File: src/rtl/uart_pkg.sv
// Definitions shared by the UART Tx and Rx paths: FSM states, the baud divider and the parity rule.
package uart_pkg;

  typedef enum logic [2:0] {
    IDLE,
    START,
    DATA,
    PARITY,
    STOP
  } uart_state_t;

  localparam int unsigned MAX_FRAME_WIDTH = 64;

  function automatic int unsigned calc_baud_div(input int unsigned clk_freq,
                                                input int unsigned baud_rate);
    return clk_freq / baud_rate;
  endfunction

  // Narrower words are zero-extended by the caller; zeros do not change an XOR reduction.
  function automatic logic even_parity(input logic [MAX_FRAME_WIDTH-1:0] data);
    return ^data;
  endfunction

endpackage

File: src/rtl/uart_tx_clk_gen.sv
// Free-running baud counter; baud_tick is a one-cycle enable on sys_clk, not a derived clock.
module uart_tx_clk_gen #(
  parameter int unsigned BAUD_DIV = 10
) (
  input  logic sys_clk,
  input  logic reset,
  input  logic clear,
  output logic baud_tick
);

  localparam int unsigned CW = $clog2(BAUD_DIV);
  localparam logic [CW-1:0] LAST = CW'(BAUD_DIV - 1);

  logic [CW-1:0] count;

  always_ff @(posedge sys_clk) begin
    if (!reset) begin
      count <= '0;
    end else if (clear || count == LAST) begin
      count <= '0;
    end else begin
      count <= count + 1'b1;
    end
  end

  assign baud_tick = (count == LAST);

endmodule

File: src/rtl/uart_tx_top.sv
// UART transmitter: start bit, FRAME_WIDTH data bits (index 0 first), even parity, stop bit.
module uart_tx_top
  import uart_pkg::*;
#(
  parameter int unsigned SYS_CLK_FREQ = 200_000_000,
  parameter int unsigned BAUD_RATE    = 19200,
  parameter int unsigned FRAME_WIDTH  = 8
) (
  input  logic                   sys_clk,
  input  logic                   reset,
  input  logic                   uart_tx_start,
  input  logic [0:FRAME_WIDTH-1] uart_tx_din,
  output logic                   uart_tx_dout,
  output logic                   uart_tx_busy,
  output logic                   uart_tx_done
);

  localparam int unsigned BAUD_DIV = calc_baud_div(SYS_CLK_FREQ, BAUD_RATE);
  localparam int unsigned BW       = (FRAME_WIDTH > 1) ? $clog2(FRAME_WIDTH) : 1;
  localparam logic [BW-1:0] LAST_BIT = BW'(FRAME_WIDTH - 1);

  if (BAUD_DIV < 2) begin : g_bad_baud_div
    $error("uart_tx_top: SYS_CLK_FREQ / BAUD_RATE must be at least 2");
  end
  if (FRAME_WIDTH < 1 || FRAME_WIDTH > MAX_FRAME_WIDTH) begin : g_bad_frame_width
    $error("uart_tx_top: FRAME_WIDTH out of range");
  end

  uart_state_t            state;
  logic [0:FRAME_WIDTH-1] shift_reg;
  logic [BW-1:0]          bit_cnt;
  logic                   parity;
  logic                   accept;
  logic                   baud_tick;

  // Clearing on acceptance pins the start-bit phase to the request, independent of history.
  assign accept = (state == IDLE) && uart_tx_start;

  uart_tx_clk_gen #(
    .BAUD_DIV(BAUD_DIV)
  ) u_clk_gen (
    .sys_clk  (sys_clk),
    .reset    (reset),
    .clear    (accept),
    .baud_tick(baud_tick)
  );

  always_ff @(posedge sys_clk) begin
    if (!reset) begin
      state        <= IDLE;
      shift_reg    <= '0;
      bit_cnt      <= '0;
      parity       <= 1'b0;
      uart_tx_dout <= 1'b1;
      uart_tx_busy <= 1'b0;
      uart_tx_done <= 1'b0;
    end else begin
      uart_tx_done <= 1'b0;
      unique case (state)
        IDLE: begin
          uart_tx_dout <= 1'b1;
          if (uart_tx_start) begin
            shift_reg    <= uart_tx_din;
            parity       <= even_parity(MAX_FRAME_WIDTH'(uart_tx_din));
            bit_cnt      <= '0;
            uart_tx_dout <= 1'b0;
            uart_tx_busy <= 1'b1;
            state        <= START;
          end
        end
        START: begin
          if (baud_tick) begin
            uart_tx_dout <= shift_reg[0];
            shift_reg    <= shift_reg << 1;
            state        <= DATA;
          end
        end
        DATA: begin
          if (baud_tick) begin
            if (bit_cnt == LAST_BIT) begin
              uart_tx_dout <= parity;
              state        <= PARITY;
            end else begin
              uart_tx_dout <= shift_reg[0];
              shift_reg    <= shift_reg << 1;
              bit_cnt      <= bit_cnt + 1'b1;
            end
          end
        end
        PARITY: begin
          if (baud_tick) begin
            uart_tx_dout <= 1'b1;
            state        <= STOP;
          end
        end
        STOP: begin
          if (baud_tick) begin
            uart_tx_busy <= 1'b0;
            uart_tx_done <= 1'b1;
            state        <= IDLE;
          end
        end
        default: begin
          uart_tx_dout <= 1'b1;
          uart_tx_busy <= 1'b0;
          state        <= IDLE;
        end
      endcase
    end
  end

endmodule
File: config.mk
export PLATFORM = sky130hd
export DESIGN_NAME = uart_tx_top
export DESIGN_NICKNAME = d
export VERILOG_FILES = /design/src/rtl/uart_pkg.sv /design/src/rtl/uart_tx_clk_gen.sv /design/src/rtl/uart_tx_top.sv
export SDC_FILE = /design/constraint.sdc
export NUM_CORES = 1
export LEC_CHECK = 0
export ABC_AREA = 1
export ABC_CLOCK_PERIOD_IN_PS = 1500
export CORE_ASPECT_RATIO = 0.6
export CORE_UTILIZATION = 40
export DETAILED_ROUTE_END_ITERATION = 10
export GPL_TIMING_DRIVEN = 0
export PLACE_DENSITY = 0.7
export REMOVE_ABC_BUFFERS = 1
export SETUP_SLACK_MARGIN = 0.4
export SLEW_MARGIN = 20
export SYNTH_ARGS = -nofsm -noshare
export SYNTH_HDL_FRONTEND = slang
export SYNTH_SLANG_ARGS = --single-unit
File: constraint.sdc
create_clock -name sys_clk -period 1.5 [get_ports sys_clk]
set_clock_uncertainty 0.1 [all_clocks]
set_input_delay 0.3 -clock sys_clk [delete_from_list [all_inputs] [get_ports sys_clk]]
set_output_delay 0.3 -clock sys_clk [all_outputs]
set_load 0.02 [all_outputs]
==> qor.yml <==
setup_path:
  cpPeakStageDelay_ns: 0.35
  cpMaxStageDelayCell: "dfxtp_2"
  crit_path_end_kind: "flip-flop"
  start_kind: "flip-flop"
  critPathRequiredTime_ns: 1.61
  crit_chain: "ha_4 -> ha_4 -> o31ai_4 -> nand2_4 -> nor2_4 -> nor2_1 -> nor2_1"
  crit_type: "flip-flop to flip-flop"
  path_max_fanout: 8
  cp.arrival_ns: 1.76
  cpLargestDelayFamily: "simple AND/OR/NAND/NOR gates"
  path_buf_inv: 0
clock_tree:
  htreeDepth: 2
  path_clk_slew_ns: 0.07
  worstSkewPairLatency_ns: 0.28
  cts-root-buf: "clkbuf_8"
  hold_buffers: 0
  cts_tree: "built"
  clock_path_buffers: 2
  cts-buffers-inserted: 5
  cts.sinks: 32
routing:
  dr.pass1.iters: 4
  wl_per_cell_um: 12.61
  ant_nets: 0
  viasPerCell: 4.689
  drt_iter0_markers: 52
  vias: 1702
  routed_wl_um: 4577
  drc_errors: 0
sta:
  rsz0062_at_grt: "true"
  maxSlewHeadroom_pct: 71.96
  whs_ns: 0.2986
  finalHoldViolations: 0
  max_freq_ghz: 0.6051
  slew_violations: 0
  period_needed_ns: 1.653
  tns_ns: -1.988
  fin_crit_sh_pct: 110.2
  worst_pin_slew_ns: 0.4183
  setup_slack_ns: -0.1526
  finalSetupViolations: 23
yosys:
  synth_area_um2: 1748
  synth-edff-count: 0
  async_flop_share_pct: 0
  synthFlopType: "dfxtp_1"
  ys_types: 33
  synth-seq-area-share_pct: 36.65
  syn_inst: 254
  syn_area_per_cell_um2: 6.882
  ys_seq_elements: 32
  yosys_warnings: 0
floorplan:
  core_area_um2: 4144
  fp.dieW_um: 87.34
  dieArea_um2: 4647
  dieHeight_um: 53.21
  ios: 14
  start_util_pct: 42.18
  num_rows: 18
place:
  port_buffers: 13
  post-dp-hpwl_um: 2524
  gp_congestion: 0.8728
global_routing:
  gr-usage-all-layers_pct: 18.68
  grt_pass1_vias: 1412
  antenna_found_initial: 0
  grt_pass1_wl_um: 6458
  overflow: 0
  grt_max_degree: 16
run_status:
  violations: "negative setup slack"
  status: "complete, but fails checks"
final_layout:
  finalNetCount: 316
  area_delta_synth_final_pct: 54.98
  antennaDiodeCount: 0
  final_cell_mix: "60 x nand2_1, 35 x nor2_1, 25 x inv_1"
  drive_gt1_share_pct: 44.22
  final_common_cell: "nand2_1"
  largest_reg_flops: 14
power:
  p_per_area_nw_per_um2: 1632
  ir_worst_vdd_mv: 0.7858
  leakagePower_nw: 1.204
job:
  drv_cap: 0
hold_path:
  hold_path_class: "input port to flip-flop"
[cell usage after synthesis, types with 2 or more instances]
| cell | instances | area share [%] |
|---|---|---|
| nand2_1 | 71 | 15 |
| nor2_1 | 45 | 9.7 |
| dfxtp_1 | 32 | 37 |
| inv_1 | 32 | 6.9 |
| a21oi_1 | 8 | 2.3 |
| nand3_1 | 7 | 2.0 |
| nor3_1 | 7 | 2.0 |
| o21ai_0 | 5 | 1.4 |
| xnor2_1 | 5 | 2.5 |
| xor2_1 | 4 | 2.0 |
| ha_1 | 3 | 2.1 |
| nand2_2 | 3 | 1.1 |
| nand2_4 | 3 | 1.9 |
| nor2_2 | 3 | 1.1 |
| a211oi_1 | 2 | 0.86 |
| inv_2 | 2 | 0.43 |
| nand4_1 | 2 | 0.72 |
| nor2_4 | 2 | 1.3 |
| nor3b_1 | 2 | 0.86 |
| o21a_1 | 2 | 0.86 |
| o21bai_1 | 2 | 0.86 |
[what timing repair did]
item,CTS,global route
gates cloned,1,1
setup endpoints to repair,35,35
setup buffers,13,16
endpoints found under the hold margin,0,0
pin swaps,27,32
resized for setup,94,55
[routing by layer]
layer | global-route usage [%] | part of all wire, %
met5 | 0 | 0
met4 | 5.464 | 0.61
met3 | 5.772 | 3.7
met2 | 28.13 | 47
met1 | 25.57 | 48
[final timing paths]
path,end,depth (start not counted),from,slack [ns]
max,shift_reg[1]$_SDFFE_PN0P_,7,bit_cnt[0]$_SDFFE_PN0P_,-0.15
min,shift_reg[7]$_SDFFE_PN0P_,5,uart_tx_din[7],0.30
max reg2reg,shift_reg[1]$_SDFFE_PN0P_,7,bit_cnt[0]$_SDFFE_PN0P_,-0.15
min reg2reg,uart_tx_busy$_SDFFE_PN0P_,2,uart_tx_busy$_SDFFE_PN0P_,0.37
[report_power, final]
group	total (mW)	internal, mW	switching (mW)
logic	2.42	1.01	1.41
clock network	0.688	0.374	0.313
registers	1.32	1.11	0.208
[layout make-up]
| type | count | area (um^2) |
|---|---|---|
| clock buffer | 8 | 90.09 |
| tap | 60 | 75.07 |
| sequential | 32 | 676.9 |
| multi-input combinational | 186 | 1305 |
| fill | 349 | 1435 |
| inverter | 34 | 142.6 |
| timing repair buffer | 43 | 419.2 |
[worst reg2reg max path, cell delays in order (launching register included)]
cell and delay [ns]:
dfxtp_2 0.35, ha_4 0.16, ha_4 0.16, o31ai_4 0.27, nand2_4 0.14, nor2_4 0.25
nor2_1 0.07, nor2_1 0.10
[cells by family (layout without fill, tap and decap cells)]
logic type               count (synthesis)  in the layout  share of synthesized area, %
AO/OA/AOI/OAI                           21             21                         7.229
XOR/XNOR                                 9              9                         4.509
adder cells (fa/ha/maj)                  3              3                         2.148
buffers and inverters                   37             85                         8.661
flip-flops                              32             32                         36.65
AND/OR/NAND/NOR                        152            153                         40.80
[metrics by stage]
step           power, mW  setup slack (ns)  std cells  cell area (um^2)  utilization (%)
6_report           4.422           -0.1526        363              2709            65.37
5_1_grt            4.779           -0.2240        363              2709            65.37
4_1_cts            4.023          -0.09502        346              2370            57.19
3_5_place_dp       2.837           -0.8122        324              1929            46.56
3_3_place_gp       2.822           -0.7973        324              1929            46.56
2_1_floorplan      2.494          -0.07363        251              1724                -
Power figures use the tool's default switching activity.
